$ cat config.mk
export PLATFORM = sky130hd
export DESIGN_NAME = pwm_fade_ctrl_flat
export DESIGN_NICKNAME = d
export VERILOG_FILES = /design/src/rtl/pwm_fade_pkg.sv /design/src/rtl/pwm_fade_if.sv /design/src/rtl/pwm_fade_tick.sv /design/src/rtl/pwm_fade_ctrl.sv /design/src/flat_wrapper.sv
export SDC_FILE = /design/constraint.sdc
export NUM_CORES = 1
export LEC_CHECK = 0
export ABC_CLOCK_PERIOD_IN_PS = 4350
export CORE_MARGIN = 4
export CORE_UTILIZATION = 61
export CTS_CLUSTER_DIAMETER = 120
export DETAILED_ROUTE_END_ITERATION = 12
export GPL_TIMING_DRIVEN = 1
export PLACE_DENSITY = 0.9
export SLEW_MARGIN = 20
export SYNTH_ARGS = -nofsm -noshare
export SYNTH_HDL_FRONTEND = slang
export SYNTH_HIERARCHICAL = 1
export SYNTH_SLANG_ARGS = --single-unit
$ cat constraint.sdc
create_clock -name clk -period 4.35 [get_ports clk]
set_clock_uncertainty 0.05 [all_clocks]
set_input_delay 0.435 -clock clk [delete_from_list [all_inputs] [get_ports clk]]
set_output_delay 0.435 -clock clk [all_outputs]
set_load 0.05 [all_outputs]
$ cat src/rtl/pwm_fade_pkg.sv
// Shared types, defaults and gamma curve for the PWM fade controller.
// Gamma output mapping is enabled by defining PWM_FADE_GAMMA_EN.
package pwm_fade_pkg;

    localparam int DEF_NUM_CH   = 3;
    localparam int DEF_TICK_DIV = 255;

    typedef enum logic [1:0] {
        IDLE,
        SWEEP,
        DONE
    } state_t;

    // Rounded-up square law: 0->0, 128->64, 255->255.
    function automatic logic [7:0] gamma8(input logic [7:0] d);
        logic [15:0] p;
        p = {8'd0, d} * {8'd0, d} + 16'd255;
        return p[15:8];
    endfunction

endpackage

$ cat src/rtl/pwm_fade_if.sv
// Command handshake bundle for the PWM fade controller.
// master drives commands, slave accepts them and reports errors.
interface pwm_fade_if;

    logic       cmd_valid;
    logic       cmd_ready;
    logic [1:0] cmd_chan;
    logic [7:0] cmd_target;
    logic [3:0] cmd_step;
    logic       cmd_err;

    modport master (
        output cmd_valid,
        output cmd_chan,
        output cmd_target,
        output cmd_step,
        input  cmd_ready,
        input  cmd_err
    );

    modport slave (
        input  cmd_valid,
        input  cmd_chan,
        input  cmd_target,
        input  cmd_step,
        output cmd_ready,
        output cmd_err
    );

endinterface

$ cat src/rtl/pwm_fade_tick.sv
// Fade step prescaler: counts 0..TICK_DIV-1 and pulses tick on the last count.
module pwm_fade_tick
    import pwm_fade_pkg::*;
#(
    parameter int TICK_DIV = DEF_TICK_DIV
) (
    input  logic clk,
    input  logic rst_n,
    output logic tick
);

    localparam int            W    = $clog2(TICK_DIV + 1);
    localparam logic [W-1:0] LAST = W'(TICK_DIV - 1);

    logic [W-1:0] cnt;

    always_ff @(posedge clk or negedge rst_n) begin
        if (!rst_n) begin
            cnt <= '0;
        end else if (cnt == LAST) begin
            cnt <= '0;
        end else begin
            cnt <= cnt + 1'b1;
        end
    end

    assign tick = (cnt == LAST);

endmodule

$ cat src/rtl/pwm_fade_ctrl.sv
// Multi-channel PWM duty fader: per-tick linear ramps toward commanded targets.
// Define PWM_FADE_GAMMA_EN to square-law map duty_out; ramps stay linear.
module pwm_fade_ctrl
    import pwm_fade_pkg::*;
#(
    parameter int NUM_CH   = DEF_NUM_CH,
    parameter int TICK_DIV = DEF_TICK_DIV
) (
    input  logic                clk,
    input  logic                rst_n,
    pwm_fade_if.slave           cmd,
    output logic [8*NUM_CH-1:0] duty_out,
    output logic [NUM_CH-1:0]   ch_busy,
    output logic                fade_done
);

    localparam logic [1:0] LAST = 2'(NUM_CH - 1);

    state_t     state, state_nx;
    logic [1:0] idx, idx_nx;
    logic       tick;
    logic       accept, bad_chan;
    logic       armed, err_q, fd_q;

    logic [7:0] duty   [NUM_CH];
    logic [7:0] target [NUM_CH];
    logic [3:0] step   [NUM_CH];

    // Move d toward t by s, clamping at t; 9-bit math keeps 0/255 from wrapping.
    function automatic logic [7:0] ramp(
        input logic [7:0] d,
        input logic [7:0] t,
        input logic [3:0] s
    );
        logic [8:0] up, dn;
        up   = {1'b0, d} + {5'd0, s};
        dn   = {1'b0, d} - {5'd0, s};
        ramp = d;
        if (d < t) begin
            ramp = (up > {1'b0, t}) ? t : up[7:0];
        end else if (d > t) begin
            ramp = (dn[8] || dn[7:0] < t) ? t : dn[7:0];
        end
    endfunction

    pwm_fade_tick #(
        .TICK_DIV(TICK_DIV)
    ) u_tick (
        .clk  (clk),
        .rst_n(rst_n),
        .tick (tick)
    );

    assign cmd.cmd_ready = rst_n && (state == IDLE);
    assign cmd.cmd_err   = err_q;
    assign fade_done     = fd_q;
    assign accept        = cmd.cmd_valid && cmd.cmd_ready;
    assign bad_chan      = {1'b0, cmd.cmd_chan} >= 3'(NUM_CH);

    always_ff @(posedge clk or negedge rst_n) begin
        if (!rst_n) begin
            state <= IDLE;
            idx   <= '0;
        end else begin
            state <= state_nx;
            idx   <= idx_nx;
        end
    end

    always_comb begin
        state_nx = state;
        idx_nx   = idx;
        unique case (state)
            IDLE: begin
                if (tick) begin
                    state_nx = SWEEP;
                    idx_nx   = '0;
                end
            end
            SWEEP: begin
                if (idx == LAST) begin
                    state_nx = DONE;
                end else begin
                    idx_nx = idx + 1'b1;
                end
            end
            DONE:    state_nx = IDLE;
            default: state_nx = IDLE;
        endcase
    end

    // Commands land only in IDLE and servicing only in SWEEP, so they never collide.
    always_ff @(posedge clk or negedge rst_n) begin
        if (!rst_n) begin
            for (int c = 0; c < NUM_CH; c++) begin
                duty[c]   <= '0;
                target[c] <= '0;
                step[c]   <= '0;
            end
        end else begin
            for (int c = 0; c < NUM_CH; c++) begin
                if (accept && !bad_chan && cmd.cmd_chan == 2'(c)) begin
                    target[c] <= cmd.cmd_target;
                    step[c]   <= cmd.cmd_step;
                    if (cmd.cmd_step == '0) begin
                        duty[c] <= cmd.cmd_target;
                    end
                end else if (state == SWEEP && idx == 2'(c)) begin
                    duty[c] <= ramp(duty[c], target[c], step[c]);
                end
            end
        end
    end

    always_comb begin
        ch_busy  = '0;
        duty_out = '0;
        for (int c = 0; c < NUM_CH; c++) begin
            ch_busy[c] = (duty[c] != target[c]);
`ifdef PWM_FADE_GAMMA_EN
            duty_out[8*c +: 8] = gamma8(duty[c]);
`else
            duty_out[8*c +: 8] = duty[c];
`endif
        end
    end

    // armed remembers that some channel was busy since the last reported completion.
    always_ff @(posedge clk or negedge rst_n) begin
        if (!rst_n) begin
            armed <= 1'b0;
            err_q <= 1'b0;
            fd_q  <= 1'b0;
        end else begin
            err_q <= accept && bad_chan;
            fd_q  <= (state == DONE) && armed && !(|ch_busy);
            if (state == DONE && !(|ch_busy)) begin
                armed <= 1'b0;
            end else if (|ch_busy) begin
                armed <= 1'b1;
            end
        end
    end

endmodule

$ cat src/flat_wrapper.sv
// flat-port wrapper written by rule: the top's interface ports become plain ports
module pwm_fade_ctrl_flat import pwm_fade_pkg::*;
#(
    parameter int NUM_CH   = DEF_NUM_CH,
    parameter int TICK_DIV = DEF_TICK_DIV
)
  (clk, rst_n, duty_out, ch_busy, fade_done, cmd_cmd_valid, cmd_cmd_chan, cmd_cmd_target, cmd_cmd_step, cmd_cmd_ready, cmd_cmd_err);
  pwm_fade_if cmd_i ();
  input  logic clk;
  input  logic rst_n;
  output logic [8*NUM_CH-1:0] duty_out;
  output logic [NUM_CH-1:0] ch_busy;
  output logic fade_done;
  input wire logic [$bits(cmd_i.cmd_valid)-1:0] cmd_cmd_valid;
  input wire logic [$bits(cmd_i.cmd_chan)-1:0] cmd_cmd_chan;
  input wire logic [$bits(cmd_i.cmd_target)-1:0] cmd_cmd_target;
  input wire logic [$bits(cmd_i.cmd_step)-1:0] cmd_cmd_step;
  output wire logic [$bits(cmd_i.cmd_ready)-1:0] cmd_cmd_ready;
  output wire logic [$bits(cmd_i.cmd_err)-1:0] cmd_cmd_err;
  assign cmd_i.cmd_valid = cmd_cmd_valid;
  assign cmd_i.cmd_chan = cmd_cmd_chan;
  assign cmd_i.cmd_target = cmd_cmd_target;
  assign cmd_i.cmd_step = cmd_cmd_step;
  assign cmd_cmd_ready = cmd_i.cmd_ready;
  assign cmd_cmd_err = cmd_i.cmd_err;
  pwm_fade_ctrl #(.NUM_CH(NUM_CH), .TICK_DIV(TICK_DIV)) u_core (.clk(clk), .rst_n(rst_n), .cmd(cmd_i), .duty_out(duty_out), .ch_busy(ch_busy), .fade_done(fade_done));
endmodule
Word-level counts from Yosys, hierarchy flattened
Cells that the tools add are included.

word-level totals
  flip-flop bits (word level) = 75
  input bits = 17
  output and inout bits = 30

cells by class
  magnitude comparators = 13
  multiplexer cells = 28
  equality and inequality tests = 16
  reduce and logical (&&, ||, !) cells = 36
  $add $sub $neg = 8

operators with widths
  operator                                                                 count
  8-bit 2-to-1 mux                                                         20
  8-bit < comparator                                                       6
  8-bit by 4-bit adder with 9-bit output                                   3
  9-bit by 8-bit > comparator with 1-bit output                            3
  8-bit by 4-bit subtractor with 9-bit output                              3
  8-bit > comparator                                                       3
  8-bit inequality test                                                    3
  1-bit logical AND                                                        13
  3-bit AND reduction                                                      4
  2-bit nonzero test                                                       5
  3-bit nonzero test                                                       3
  8-bit by 1-bit adder with 8-bit output, second input constant            1
  8-bit == test, second input constant                                     1
  2-bit 2-to-1 mux                                                         4
  2-bit by 1-bit inequality test with 1-bit output, second input constant  4
  2-bit case mux with 2 select lines                                       2
  2-bit by 1-bit == test with 1-bit output, second input constant          3
  2-bit == test, second input constant                                     3
  2-bit zero test                                                          3
  4-bit zero test                                                          1
  2-bit inequality test, second input constant                             2
  1-bit logical OR                                                         3
  3-bit OR reduction                                                       1
  2-bit by 1-bit adder with 2-bit output, second input constant            1
  other kinds (4)                                                          6

Logic depth before layout (Yosys ltp)
  depth after elaboration = 8
  mapped depth = 16

By module
The synthesis kept the hierarchy.

modules (own cells, without submodules)
  module         cells an instance  area an instance (sq um)  times used  sequential area each (sq um)
  pwm_fade_ctrl  709                6364.9                    1           1676.6
  pwm_fade_tick  39                 405.4                     1           200.2

Least setup slack after synthesis
OpenSTA, ideal clock, no wires.

  kind = register -> register
  start point = reg u_core.duty (netlist bit u_core/duty_out[8])
  end point = reg u_core.duty (netlist bit u_core/duty_out[9])
  required time = 4174 ps
  path buffers = 1
  path slack = 316 ps
  arrival time = 3858 ps
  cell stages (with the launch flop) = 17
  library setup time = 126 ps
  clock period less this slack = 4034 ps
  cells stage by stage = dfrtp_1 inv_1 ha_1 inv_1 fa_1 a21o_1 a2111oi_4 xor2_1 ha_1 a21o_1 a2111oi_0 a211oi_1 and3_1 buf_6 nor2_2 a21oi_1 a221o_1

between the ends
  cells in the longest elaborated chain, start to end = 8
  elaborated cells on any way between the ends = 15
  those cells by class = 2 x add/sub; 4 x order compare; 6 x mux; 3 x reduce/logical

ends and longest elaborated chain
  element                                      line                  text
  from (decl)                                  pwm_fade_ctrl.sv:25   logic [7:0] duty [NUM_CH];
  from (signal, indexed assignment)            pwm_fade_ctrl.sv:106  duty[c] <= cmd.cmd_target;
  from (signal, indexed assignment)            pwm_fade_ctrl.sv:109  duty[c] <= ramp(duty[c], target[c], step[c]);
  8-bit by 4-bit subtractor with 9-bit output  pwm_fade_ctrl.sv:37   dn = {1'b0, d} - {5'd0, s};
  8-bit < comparator                           pwm_fade_ctrl.sv:42   ramp = (dn[8] || dn[7:0] < t) ? t : dn[7:0];
  1-bit logical OR                             pwm_fade_ctrl.sv:42
  8-bit 2-to-1 mux                             pwm_fade_ctrl.sv:42
  8-bit 2-to-1 mux                             pwm_fade_ctrl.sv:41   end else if (d > t) begin
  8-bit 2-to-1 mux                             pwm_fade_ctrl.sv:39   if (d < t) begin
  8-bit 2-to-1 mux                             pwm_fade_ctrl.sv:108  end else if (state == SWEEP && idx == 2'(c)) begin
  8-bit 2-to-1 mux                             pwm_fade_ctrl.sv:102  if (accept && !bad_chan && cmd.cmd_chan == 2'(c)) begin

Parallel ways exist; a longest one is shown, timed or not. The select of a mux whose other input is x is not followed.
A chain may end at the register's enable or synchronous reset.

Final worst setup path
  start point = reg u_core.duty (netlist bit u_core/duty_out[8])
  end point = reg u_core.duty (netlist bit u_core/duty_out[15])

The elaborated chain is that of the path after synthesis.

==> summary.md <==
| Metric | Value |
|---|---|
| Fin crit share | around 95% |
| Routed vias | ~6300 |
| Root buf cell | clkbuf_8 |
| Post-synth EDFFs | 0 |
| Non-Filler Instances | slightly above 900 |
| Ys Warns | 6 |
| Fin nets | a little over 900 |
| CTS H-tree depth | 3 |
| 1st-iter DRT viols | ~770 |
| RSZ-0062 raised after global routing | no |
| Top_reg_cell synth | dfrtp_1 |
| Via/cell ratio | just under 7 |
| DIE AREA | between 10000 and 15000 um2 |
| DRT Pass-1 Iters | 5 |
| Initial Util | 62.5% |
| Largest net degree at the start of global routing | 76 |
| Psw | between 1.5 and 2 mW |
| Ys async rst share | 100% |
| Number of I/O pins | 47 |
| Num Clock Sinks | between 70 and 80 |
| Kind of critical path | flip-flop to flip-flop |
| Area after DPL | 7350 um2 |
| TritonCTS clock tree | built |
| Synth-to-layout area growth | 12.4% |
| Syn_nets | 869 |
| WL per Instance | between 20 and 25 um |
| Total power | 3.77 mW |
| Initial antenna violation count | 0 |
| Post-DP HPWL | 15000 um |
| Synth Instances | 748 |
| Ant diodes | 0 |
| Crit path time final | between 4000 and 5000 ps |
| Vias in the first global route | a little over 6000 |
| Clock Tree Buf Depth | 2 |
| Final instance area | ~7600 um2 |
| Core area | roughly 11000 um2 |
| Remaining DRCs | 0 |
| # rows | 38 |
| Hold_buf cts | 0 |
| Worst slack, placed | 185 ps |
| Pins over their slew limit | 0 |
| Cell internal pwr | 2.04 mW |
| Die extent in x | about 110 um |
| Yosys top cell area share | roughly 28% |
| Max frequency | 0.243 GHz |
| Final Hold Slack | roughly 280 ps |
| Worst setup margin | 236 ps |
| Fin Setup TNS | 0 ps |
| PwrDens | around 500 nW/um2 |
| Leakage power | between 3 and 4 nW |
| Cts bufs inserted | 9 |
| All-Layer GR Usage | between 30% and 40% |
| Comb pwr share | between 50 and 60% |
| Critical path endpoint category | flip-flop |
| Fillcell total | about 820 |
| PortBufs | 46 |
| Min-Delay Path Class | primary input to async pin |
| CP startpoint kind | flip-flop |
| Sequential area share after synthesis | about 28% |
| Top post-synthesis cells by area | dfrtp_1 (28%), ha_1 (18%), o21ai_0 (3.7%) |
| Most common cell after layout, fill and taps aside | ha_1 |
| Synthesis-stage register bit count | 75 |
| First-pass GRT wire length | roughly 31000 um |
| DP Cell Count | 916 |
| Most frequent cells in the layout | ha_1 (98), dfrtp_1 (75), inv_1 (65) |
| Final hold violations | 0 |
| Max_slew headroom | approximately 36% |
| Height of the die | ~110 um |
| Routed Antenna Nets | 0 |
| Status | completed |
| Synthesized area | around 6800 um2 |
| Post-synth cell types | 76 |
| Clock power share | about 17% |
| Peak supply drop | ~0.00025 V |
| Clock-pin slew on the worst setup and hold paths | ~90 ps |
| Sw Ratio | approximately 46% |
| Reg power frac | about a quarter |
| Crit path max fanout | 9 |
| Gr ovfl total | 0 |
| Final setup violating endpoints | 0 |
| Worst-Margin Slew | 967 ps |
| Post-synthesis area per instance | just over 9 um2 |
| Post-layout util | ~70% |
| Clk_lat worst skew | between 300 and 400 ps |
| Arr. time, crit path | between 4000 and 5000 ps |
| Max Cap Violations | 0 |
| Routed WL | roughly 20000 um |
| Worst path required time | ~4600 ps |
| Yosys top cell by area | dfrtp_1 |
| Placer congestion estimate | between 0.9 and 1 |
| Share of post-route cells with drive strength above 1 | 7.82% |
## Yosys cell counts, drive strengths merged, types with 7 or more instances
cell	number
ha	98
dfrtp	75
inv	65
nand2	55
o21ai	55
nor2	41
a21oi	39
nand3	20
a21o	19
xnor2	19
clkbuf	18
mux2i	18
xor2	17
nand4	15
mux2	14
and3	13
o22ai	12
o31ai	11
a221oi	8
buf	8
nor2b	8
nor3	8
o21a	8
nand2b	7
## what timing repair did
item / in CTS / in global routing
gates resized for setup: 0 / 2
endpoints found under the setup margin: 0 / 5
endpoints found under the hold margin: 0 / 0
buffers inserted: 0 / 0
## area by class of cell
| class | count | area (um2) | share of cell area (%) |
|---|---|---|---|
| Clock inverter | 7 | 109 | 1.43 |
| Inverter | 65 | 244 | 3.21 |
| Clock buffer | 9 | 124 | 1.63 |
| Multi-Input combinational cell | 582 | 4550 | 59.8 |
| Timing Repair Buffer | 55 | 532 | 6.99 |
| Tap cell | 140 | 175 | 2.30 |
| Sequential cell | 75 | 1880 | 24.7 |
## path summary, 6_finish.rpt
path | slack (ps) | from | to | cells past startpoint
worst max-delay path | 240 | u_core/duty_out[8] | u_core/duty_out[15] | 15
worst min-delay path | 280 | rst_n | u_core/target[14] | 2
worst max register to register | 240 | u_core/duty_out[8] | u_core/duty_out[15] | 15
worst min register to register | 470 | u_core/armed | u_core/armed | 2
max in group asynchronous | 3330 | rst_n | u_core/step[7] | 2
min in group clk | 470 | u_core/armed | u_core/armed | 2
## registers in the layout (all words and copies together) (netlist names)
register            count
u_core/step            12
u_core/state            2
u_core/fade_done        1
u_core/armed            1
u_core/target          24
u_core/cmd.cmd_err      1
u_core/idx              2
u_core/u_tick/cnt       8
u_core/duty_out        24
## worst max-delay path: stages, from the launching register on
cell       delay, ps
dfrtp_1          420
inv_1            100
ha_1             180
inv_1             60
fa_1             400
a21o_1           210
a2111oi_4        410
xor2_1           230
ha_1             280
a21o_1           190
a2111oi_1        400
a211oi_1         180
and3_1           330
nor2b_1          180
a221oi_1         260
a21o_1           170
## layer usage
| metal | global-route usage, % | share of wire [%] | vias to the layer above |
|---|---|---|---|
| li1 | - | - | 2820 |
| met1 | 40.2 | 40 | 3069 |
| met2 | 49.3 | 47 | 365 |
| met5 | 0 | 0 | - |
| met3 | 5.88 | 8.8 | 82 |
| met4 | 13.8 | 4.2 | 0 |
## logic make-up (layout without fill, tap and decap cells)
kind of cell	count (synthesis)	after routing	share of synthesized area (%)
flops	75	75	27.7
simple gates	193	193	14.8
fa+ha+maj	104	104	19.9
buf+inv	91	136	5.45
compound gates	217	217	22.5
mux	32	32	4.99
xor+xnor	36	36	4.66
## power groups by stage
stage	clock (mW)	sequential [mW]	combinational (mW)
2_1_floorplan	0	0.977	1.51
3_3_place_gp	0	0.929	2.02
3_5_place_dp	0	0.935	2.12
4_1_cts	0.649	0.921	2.14
5_1_grt	0.684	0.938	2.40
6_report	0.642	0.926	2.20
Note: power is estimated with default switching activity, not from simulation.
